[config.mk]
export PLATFORM = sky130hd
export DESIGN_NAME = ball_possession_arbiter_flat
export DESIGN_NICKNAME = d
export VERILOG_FILES = /design/src/rtl/ball_possession_arbiter_if.sv /design/src/rtl/ball_possession_arbiter.sv /design/src/flat_wrapper.sv
export SDC_FILE = /design/constraint.sdc
export NUM_CORES = 1
export LEC_CHECK = 0
export ABC_AREA = 1
export BUFFER_PORTS_ARGS = -buffer_cell sky130_fd_sc_hd__buf_2
export CORE_MARGIN = 2
export CORE_UTILIZATION = 54
export DETAILED_ROUTE_END_ITERATION = 12
export PLACE_DENSITY = 0.69
export SETUP_SLACK_MARGIN = 0.3
export SYNTH_ARGS = -nofsm -noshare
export SYNTH_HDL_FRONTEND = slang
export SYNTH_SLANG_ARGS = --single-unit
export TNS_END_PERCENT = 50
[constraint.sdc]
create_clock -name clk -period 3.1 [get_ports clk]
set_clock_uncertainty 0.2 [all_clocks]
set_input_delay 0.31 -clock clk [delete_from_list [all_inputs] [get_ports clk]]
set_output_delay 0.31 -clock clk [all_outputs]
set_load 0.005 [all_outputs]
[src/rtl/ball_possession_arbiter_if.sv]
// ---------------------------------------------------------------------------
// ball_possession_arbiter_if
// Groups the signals between glove tracking / ball physics and the possession
// arbiter into one bundle.
//
// Signals
//   glove1closed, glove2closed : hand-closed levels from glove tracking
//   near1, near2               : ball within catch tolerance of each glove
//   respawn                    : request to spawn the ball into a closed glove
//   tick                       : one-cycle physics update strobe
//   ball_state                 : 0 free, 1 held by glove1, 2 held by glove2
//   catch_pulse                : one cycle on a catch or steal
//   release_pulse              : one cycle on a held -> free change
//
// Modports
//   master : the side that drives glove/near/respawn and observes the results
//   slave  : the arbiter itself
// ---------------------------------------------------------------------------
interface ball_possession_arbiter_if;

    logic       glove1closed;
    logic       glove2closed;
    logic       near1;
    logic       near2;
    logic       respawn;
    logic       tick;
    logic [1:0] ball_state;
    logic       catch_pulse;
    logic       release_pulse;

    modport master (
        output glove1closed, glove2closed, near1, near2, respawn,
        input  tick, ball_state, catch_pulse, release_pulse
    );

    modport slave (
        input  glove1closed, glove2closed, near1, near2, respawn,
        output tick, ball_state, catch_pulse, release_pulse
    );

endinterface

[src/rtl/ball_possession_arbiter.sv]
// ---------------------------------------------------------------------------
// ball_possession_arbiter
// Owns the game update tick and decides who holds the ball: free (in flight),
// glove1 or glove2. Arbitrates catches, releases and respawns, and emits
// one-cycle catch/release events so the physics datapath can latch position
// and velocity.
//
// Parameters
//   TICK_DIV       : clk cycles per update tick (>= 2)
//   ARM_TICKS      : ticks a glove stays armed after it was last seen open
//   HOLD_MIN_TICKS : ticks the ball must be held before an open glove releases
//
// Ports
//   clk   : system clock
//   reset : asynchronous, active-high reset
//   bus   : ball_possession_arbiter_if.slave (glove/near/respawn in,
//           tick/ball_state/catch_pulse/release_pulse out)
//
// Build option
//   BALL_STEAL_EN : when defined, the non-holding glove may steal the ball
//                   from the holder on a tick. Undefined by default.
// ---------------------------------------------------------------------------
module ball_possession_arbiter #(
    parameter int TICK_DIV       = 210937,
    parameter int ARM_TICKS      = 64,
    parameter int HOLD_MIN_TICKS = 8
) (
    input  logic                        clk,
    input  logic                        reset,
    ball_possession_arbiter_if.slave    bus
);

    localparam int                 DIV_W      = $clog2(TICK_DIV);
    localparam logic [DIV_W-1:0]   DIV_RELOAD = DIV_W'(TICK_DIV - 1);
    localparam logic [7:0]         ARM_LOAD   = 8'(ARM_TICKS);
    localparam logic [7:0]         HOLD_MIN   = 8'(HOLD_MIN_TICKS);

    typedef enum logic [1:0] {
        FREE  = 2'd0,
        HELD1 = 2'd1,
        HELD2 = 2'd2,
        BAD   = 2'd3
    } state_t;

    logic [DIV_W-1:0] div_q;
    logic             tick_q;

    state_t           state_q, state_d;
    logic [7:0]       arm1_q, arm1_d;
    logic [7:0]       arm2_q, arm2_d;
    logic [7:0]       hold_q, hold_d;
    logic [7:0]       hold_inc;
    logic             rr_q, rr_d;
    logic             catch_q, catch_d;
    logic             release_q, release_d;

    logic             catch1, catch2, grant1;

    // Tick divider: counts down from TICK_DIV-1; the cycle after it hits zero
    // the registered tick is high for exactly one cycle. All game decisions
    // are qualified by this registered tick.
    always_ff @(posedge clk or posedge reset) begin
        if (reset) begin
            div_q  <= DIV_RELOAD;
            tick_q <= 1'b0;
        end else if (div_q == '0) begin
            div_q  <= DIV_RELOAD;
            tick_q <= 1'b1;
        end else begin
            div_q  <= div_q - 1'b1;
            tick_q <= 1'b0;
        end
    end

    // A glove can catch only if it is closed, near the ball and was seen open
    // recently enough that its arm counter has not run out.
    assign catch1   = bus.glove1closed & (arm1_q != 8'd0) & bus.near1;
    assign catch2   = bus.glove2closed & (arm2_q != 8'd0) & bus.near2;
    // rr_q = 0 prefers glove1 on a simultaneous catch, rr_q = 1 prefers glove2.
    assign grant1   = catch1 & (~catch2 | ~rr_q);
    assign hold_inc = (hold_q == 8'hFF) ? hold_q : hold_q + 8'd1;

    // Next-state logic. Arm counters follow the glove levels on every tick;
    // a winning catch then overrides the winner's counter to zero so the same
    // closed hand cannot immediately re-catch. Respawn acts on any cycle and
    // wins over a catch. The hold count includes the current tick, so with
    // HOLD_MIN_TICKS = 2 the ball can leave on the second tick after a catch.
    always_comb begin
        state_d   = state_q;
        arm1_d    = arm1_q;
        arm2_d    = arm2_q;
        hold_d    = hold_q;
        rr_d      = rr_q;
        catch_d   = 1'b0;
        release_d = 1'b0;

        if (tick_q) begin
            if (!bus.glove1closed) begin
                arm1_d = ARM_LOAD;
            end else if (arm1_q != 8'd0) begin
                arm1_d = arm1_q - 8'd1;
            end
            if (!bus.glove2closed) begin
                arm2_d = ARM_LOAD;
            end else if (arm2_q != 8'd0) begin
                arm2_d = arm2_q - 8'd1;
            end
        end

        case (state_q)
            FREE: begin
                if (bus.respawn) begin
                    if (bus.glove1closed) begin
                        state_d = HELD1;
                        hold_d  = 8'd0;
                    end else if (bus.glove2closed) begin
                        state_d = HELD2;
                        hold_d  = 8'd0;
                    end
                end else if (tick_q && (catch1 || catch2)) begin
                    catch_d = 1'b1;
                    hold_d  = 8'd0;
                    if (catch1 && catch2) begin
                        rr_d = grant1;
                    end
                    if (grant1) begin
                        state_d = HELD1;
                        arm1_d  = 8'd0;
                    end else begin
                        state_d = HELD2;
                        arm2_d  = 8'd0;
                    end
                end
            end

            HELD1: begin
                if (tick_q) begin
                    hold_d = hold_inc;
`ifdef BALL_STEAL_EN
                    if (catch2) begin
                        state_d = HELD2;
                        catch_d = 1'b1;
                        arm2_d  = 8'd0;
                        hold_d  = 8'd0;
                    end else
`endif
                    if (!bus.glove1closed && (hold_inc >= HOLD_MIN)) begin
                        state_d   = FREE;
                        release_d = 1'b1;
                    end
                end
            end

            HELD2: begin
                if (tick_q) begin
                    hold_d = hold_inc;
`ifdef BALL_STEAL_EN
                    if (catch1) begin
                        state_d = HELD1;
                        catch_d = 1'b1;
                        arm1_d  = 8'd0;
                        hold_d  = 8'd0;
                    end else
`endif
                    if (!bus.glove2closed && (hold_inc >= HOLD_MIN)) begin
                        state_d   = FREE;
                        release_d = 1'b1;
                    end
                end
            end

            default: begin
                state_d = FREE;
            end
        endcase
    end

    // State, counters and event pulses. The pulses are registered together
    // with the state so they line up with the cycle the new state appears.
    always_ff @(posedge clk or posedge reset) begin
        if (reset) begin
            state_q   <= FREE;
            arm1_q    <= 8'd0;
            arm2_q    <= 8'd0;
            hold_q    <= 8'd0;
            rr_q      <= 1'b0;
            catch_q   <= 1'b0;
            release_q <= 1'b0;
        end else begin
            state_q   <= state_d;
            arm1_q    <= arm1_d;
            arm2_q    <= arm2_d;
            hold_q    <= hold_d;
            rr_q      <= rr_d;
            catch_q   <= catch_d;
            release_q <= release_d;
        end
    end

    assign bus.tick          = tick_q;
    assign bus.ball_state    = state_q;
    assign bus.catch_pulse   = catch_q;
    assign bus.release_pulse = release_q;

endmodule

[src/flat_wrapper.sv]
// flat-port wrapper written by rule: the top's interface ports become plain ports
module ball_possession_arbiter_flat 
#(
    parameter int TICK_DIV       = 210937,
    parameter int ARM_TICKS      = 64,
    parameter int HOLD_MIN_TICKS = 8
)
  (clk, reset, bus_glove1closed, bus_glove2closed, bus_near1, bus_near2, bus_respawn, bus_tick, bus_ball_state, bus_catch_pulse, bus_release_pulse);
  ball_possession_arbiter_if bus_i ();
  input  logic clk;
  input  logic reset;
  input wire logic [$bits(bus_i.glove1closed)-1:0] bus_glove1closed;
  input wire logic [$bits(bus_i.glove2closed)-1:0] bus_glove2closed;
  input wire logic [$bits(bus_i.near1)-1:0] bus_near1;
  input wire logic [$bits(bus_i.near2)-1:0] bus_near2;
  input wire logic [$bits(bus_i.respawn)-1:0] bus_respawn;
  output wire logic [$bits(bus_i.tick)-1:0] bus_tick;
  output wire logic [$bits(bus_i.ball_state)-1:0] bus_ball_state;
  output wire logic [$bits(bus_i.catch_pulse)-1:0] bus_catch_pulse;
  output wire logic [$bits(bus_i.release_pulse)-1:0] bus_release_pulse;
  assign bus_i.glove1closed = bus_glove1closed;
  assign bus_i.glove2closed = bus_glove2closed;
  assign bus_i.near1 = bus_near1;
  assign bus_i.near2 = bus_near2;
  assign bus_i.respawn = bus_respawn;
  assign bus_tick = bus_i.tick;
  assign bus_ball_state = bus_i.ball_state;
  assign bus_catch_pulse = bus_i.catch_pulse;
  assign bus_release_pulse = bus_i.release_pulse;
  ball_possession_arbiter #(.TICK_DIV(TICK_DIV), .ARM_TICKS(ARM_TICKS), .HOLD_MIN_TICKS(HOLD_MIN_TICKS)) u_core (.clk(clk), .reset(reset), .bus(bus_i));
endmodule
* After elaboration in Yosys (flattened, before gate mapping)
Cells that the tools add are included.
** Storage, ports and cells
- Bits in registers :: 48
- Input port bits :: 7
** Cells by class
- Add/subtract/negate cells :: 4
- $lt $le $gt $ge :: 1
- Equality and inequality tests :: 10
- Multiplexer cells :: 41
- Bitwise gates (word level) :: 9
- Reduce and logical (&&, ||, !) cells :: 16
** Operators with widths (count)
- two-way mux 8 bit :: 20
- zero test 18 bit :: 1
- two-way mux 18 bit :: 1
- two-way mux 2 bit :: 9
- subtractor 18 x 1 -> 18 bit (second input constant) :: 1
- case mux 8 bit (2 select lines) :: 1
- nonzero test 8 bit :: 2
- subtractor 8 x 1 -> 8 bit (second input constant) :: 2
- inequality test 2 x 1 -> 1 bit (second input constant) :: 5
- adder 8 x 1 -> 8 bit (second input constant) :: 1
- == test 8 bit (second input constant) :: 1
- >= comparator 8 x 4 -> 1 bit (second input constant) :: 1
- two-way mux 1 bit :: 8
- AND reduction 4 bit :: 2
- case mux 2 bit (3 select lines) :: 1
- AND reduction 6 bit :: 1
- bitwise AND 1 bit :: 5
- logical AND 1 bit :: 4
- inequality test 4 bit (second input constant) :: 1
- inequality test 3 x 2 -> 1 bit (second input constant) :: 1
- inverter 1 bit :: 3
- == test 2 x 1 -> 1 bit (second input constant) :: 1
- == test 2 bit (second input constant) :: 1
- zero test 1 bit :: 2
- other kinds (6) :: 6

* Logic depth before layout (Yosys ltp)
- Word-level depth :: 10
- Gate-level depth with buffers :: 14
- Depth with buffers taken out :: 14

* Least setup slack after synthesis
OpenSTA, ideal clock, no wires.
- Path kind :: flip-flop to flip-flop
- Start :: register u_core.state_q[0], in the netlist u_core.bus.ball_state[0]
- End :: register u_core.hold_q[7]
- Setup time :: 0.118 ns
- Arrival :: 1.503 ns
- Data required time :: 2.782 ns
- Slack :: 1.279 ns
- Stages on the path, launching flop included :: 9
- Path buffers :: 2
- Clock period less this slack :: 1.821 ns
- Cells stage by stage :: dfrtp_1 inv_1 ha_1 buf_2 nand2_1 o2111ai_4 buf_6 nand2_1 o21ai_2
** On the way
- Word-level cells in the longest chain between the ends :: 4
** RTL lines
- start: declaration :: RTL line ball_possession_arbiter.sv:48 : state_t state_q, state_d;
- start signal: assignment :: RTL line ball_possession_arbiter.sv:190 : state_q <= state_d;
- == test 2 x 1 -> 1 bit or == test 2 bit (tied branches) :: RTL line ball_possession_arbiter.sv:110 : case (state_q)
- OR reduction 2 bit (no line)
- inequality test 2 x 1 -> 1 bit (no line) or nonzero test 2 bit (tied branches)
- AND reduction 4 bit (no line)
- end signal: assignment :: RTL line ball_possession_arbiter.sv:193 : hold_q <= hold_d;
- end: declaration :: RTL line ball_possession_arbiter.sv:51 : logic [7:0] hold_q, hold_d;
Several ways; a longest one is shown, not always the timed one.
A chain may end at the register's enable or synchronous reset.

* Worst setup path in the final report
- Start :: register u_core.state_q[0], in the netlist u_core.bus.ball_state[0]
- End :: register u_core.arm1_q[2]
** On the way
- Word-level cells in the longest chain between the ends :: 2
** RTL lines
- zero test 2 bit :: RTL line ball_possession_arbiter.sv:110
- two-way mux 8 bit :: RTL line ball_possession_arbiter.sv:110
- net u_core.arm1_d[2] :: RTL line ball_possession_arbiter.sv:49 : logic [7:0] arm1_q, arm1_d;
- end signal: assignment :: RTL line ball_possession_arbiter.sv:191 : arm1_q <= arm1_d;
- end: declaration :: RTL line ball_possession_arbiter.sv:49
The timed path passes the listed nets, and every way through them passes these cells.

==> impl_metrics.toml <==
[clocking]
htree_levels = 2
insertion_delay_ns = 0.30
post_cts_buffers = 0
cts.clk_slew.worst_paths_ns = 0.09
cts_sinks = 48
cts_hold_buf = 0
cts_buffers = 5
root_buffer = "clkbuf_8"
cts.path.max_buffers = 2
cts_tree = "built"
post_cts_resized = 0

[layout]
post-route-cell-area_um2 = 3137
nets = 402
diodes = 0
fin_cells = 457
finish.utilization = 0.6064
drive_above_1_share = 0.2145
area_growth_pct = 7.228

[hold_path]
hp-class = "in2async"

[power_and_ir_drop]
comb_power_share = 0.275
p_leak_uw = 0.001529
power.density_nw_per_um2 = 479.3
vdd_drop_max_uv = 236.8
p_sw_uw = 514.1
p_sw_frac = 0.3420
pwr-share-seq = 0.472
internal_power_uw = 989.4
clkPwrFrac = 0.253

[global_route]
overflow = 0
grt_pass1_vias = 2114
antenna_found_initial = 0
grt_max_degree = 49
grt.total_usage = 0.1887
grt_pass1_wl_um = 9197

[detailed_routing]
via_per_inst = 4.982
via_count = 2277
drtPass1Iterations = 4
postRouteAntennaNets = 0
drt_iter0_drc = 124
wl_per_cell_um = 11.12
drc_errors = 0
routed_wl_um = 5082

[floorplanning]
num_io_pins = 12
die_y_um = 77.60
die_x_um = 77.60
start_util = 0.5656
rows = 26
die_area_um2 = 6022
core_um2 = 5172

[synth]
syn_area_um2 = 2925
ys_types = 34
synth.ff_latch_count = 48
yosys_warnings = 0
netlist_instances = 371
postSynthAreaPerCell_um2 = 7.885
ys_seq_area_frac = 0.4157
synth_nets = 387

[setup_path]
end_kind = "flip-flop"
worstReg2RegStart = "u_core.bus.ball_state[0]$_DFFE_PP0P_"
worst_ep_arrival_time_ns = 2.02
start_kind = "flip-flop"
critPathKind = "reg2reg"
cp_max_fo = 5
critPathLaunch = "u_core.bus.ball_state[0]$_DFFE_PP0P_"
required_ns = 3.09

[sta]
fin_crit_ns = 2.036
report.final.setup_viol = 0
tightest_slew_ns = 0.9485
finalCritPeriodShare = 0.6568
fin_ws_ns = 1.064
maxSlewHeadroom = 0.3667
fin_setup_tns_ns = 0
max_freq_ghz = 0.4911
rsz0062_at_grt = "no"
final_hold_viol_count = 0
final-max-slew-violation-count = 0

[placement]
gp_congestion = 0.8390
placed_area_um2 = 3047
post-place-ws_ns = 1.057
hpwl_um = 3810
placed_cells = 449
port_buffers = 11

[job]
drv_cap = 0

[status]
outcome = "finished, final reports clean"
## cell type report
cell class              count  area [um^2]
clock buffers               8        90.09
fillers                   480         2036
inverters                  53        198.9
multi-input cells         267         1489
flip-flops and latches     48         1216
well taps                  70        87.58
repair buffers             11        55.05
## flip-flops by register name, indices dropped and copies added (netlist names)
signal	cells
u_core.arm1_q	8
u_core.arm2_q	8
u_core.bus.ball_state	2
u_core.bus.catch_pulse	1
u_core.bus.release_pulse	1
u_core.bus.tick	1
u_core.div_q	18
u_core.hold_q	8
u_core.rr_q	1
## cell families after synthesis
| family | share of synthesized area |
|---|---|
| adder cells (fa/ha/maj) | 0.03850 |
| buffers and inverters | 0.07528 |
| flip-flops | 0.4157 |
| XOR/XNOR | 0.04192 |
| AND/OR/NAND/NOR | 0.3456 |
| AO/OA/AOI/OAI | 0.08298 |
## cells in the final DEF (no fill, tap or decap), drive strengths merged, types with 11 or more instances in the layout
cell / Yosys / routed
inv: 53 / 53
nand2: 91 / 91
dfstp: 12 / 12
dfrtp: 36 / 36
a21oi: 11 / 11
nand3: 29 / 29
nor2: 60 / 60
o21ai: 21 / 21
xor2: 11 / 11
buf: 3 / 11
## synthesized netlist by cell type
library cell	instances	share of area
nand2_1	79	0.10
nor2_1	48	0.062
inv_1	44	0.056
dfrtp_1	36	0.31
nand3_1	24	0.041
dfstp_2	12	0.11
o21ai_0	12	0.021
xor2_1	11	0.033
a21oi_1	10	0.017
nand2_2	10	0.021
nand4_1	10	0.021
nor2_2	10	0.021
ha_1	9	0.038
inv_2	9	0.012
nor3_1	9	0.015
o21ai_2	8	0.024
nand3_2	5	0.017
or2_2	3	0.0064
xnor2_1	3	0.0090
and3_1	2	0.0043
buf_2	2	0.0034
nand2_4	2	0.0077
nand3b_1	2	0.0051
a211oi_1	1	0.0026
a21oi_2	1	0.0030
a221oi_1	1	0.0030
a31oi_1	1	0.0021
buf_6	1	0.0038
nor2_4	1	0.0038
nor2_8	1	0.0068
nor3_2	1	0.0034
nor4_4	1	0.0073
o2111ai_4	1	0.0090
o21ai_1	1	0.0017
## power groups by stage
stage	logic [uW]	registers, uW	clock network, uW
6_report	414	709	381
5_1_grt	467	717	421
3_5_place_dp	421	722	0
4_1_cts	424	710	399
3_3_place_gp	414	721	0
2_1_floorplan	367	714	0
## routing by layer
metal / wire, um / vias up / track usage
met5: 0 / - / 0
met4: 97 / 0 / 0.06607
met3: 142 / 10 / 0.04302
met2: 2382 / 26 / 0.3017
met1: 2459 / 1028 / 0.2517
li1: - / 1213 / -
## worst paths after layout
kind                                           endpoint  slack, ns  cells after the start
max reg2reg                  u_core.arm1_q[2]$_DFF_PP0_       1.06                      9
min                        u_core.hold_q[4]$_DFFE_PP0P_      0.007                      2
max                          u_core.arm1_q[2]$_DFF_PP0_       1.06                      9
min reg2reg                     u_core.rr_q$_DFFE_PP0P_       0.29                      1
max in group asynchronous    u_core.arm2_q[3]$_DFF_PP0_       2.09                      2
min in group clk                u_core.rr_q$_DFFE_PP0P_       0.21                      5
## critical path, stage by stage (launching register included)
cell and delay (ns):
dfrtp_1 0.41, inv_1 0.09, ha_1 0.26, inv_1 0.09, nor2_1 0.22, nand3_1 0.13, inv_2 0.12, nand3_1 0.13
nand2_1 0.19, a21oi_1 0.07
## per-stage QoR
stage               power, uW  hold WS, ns
floorplan                1081       0.2454
global placement         1136       0.2655
detailed placement       1143       0.2694
CTS                      1532      0.06691
global route             1605       0.1237
finish                   1504     0.007161
Note: power is estimated with default switching activity, not from simulation.
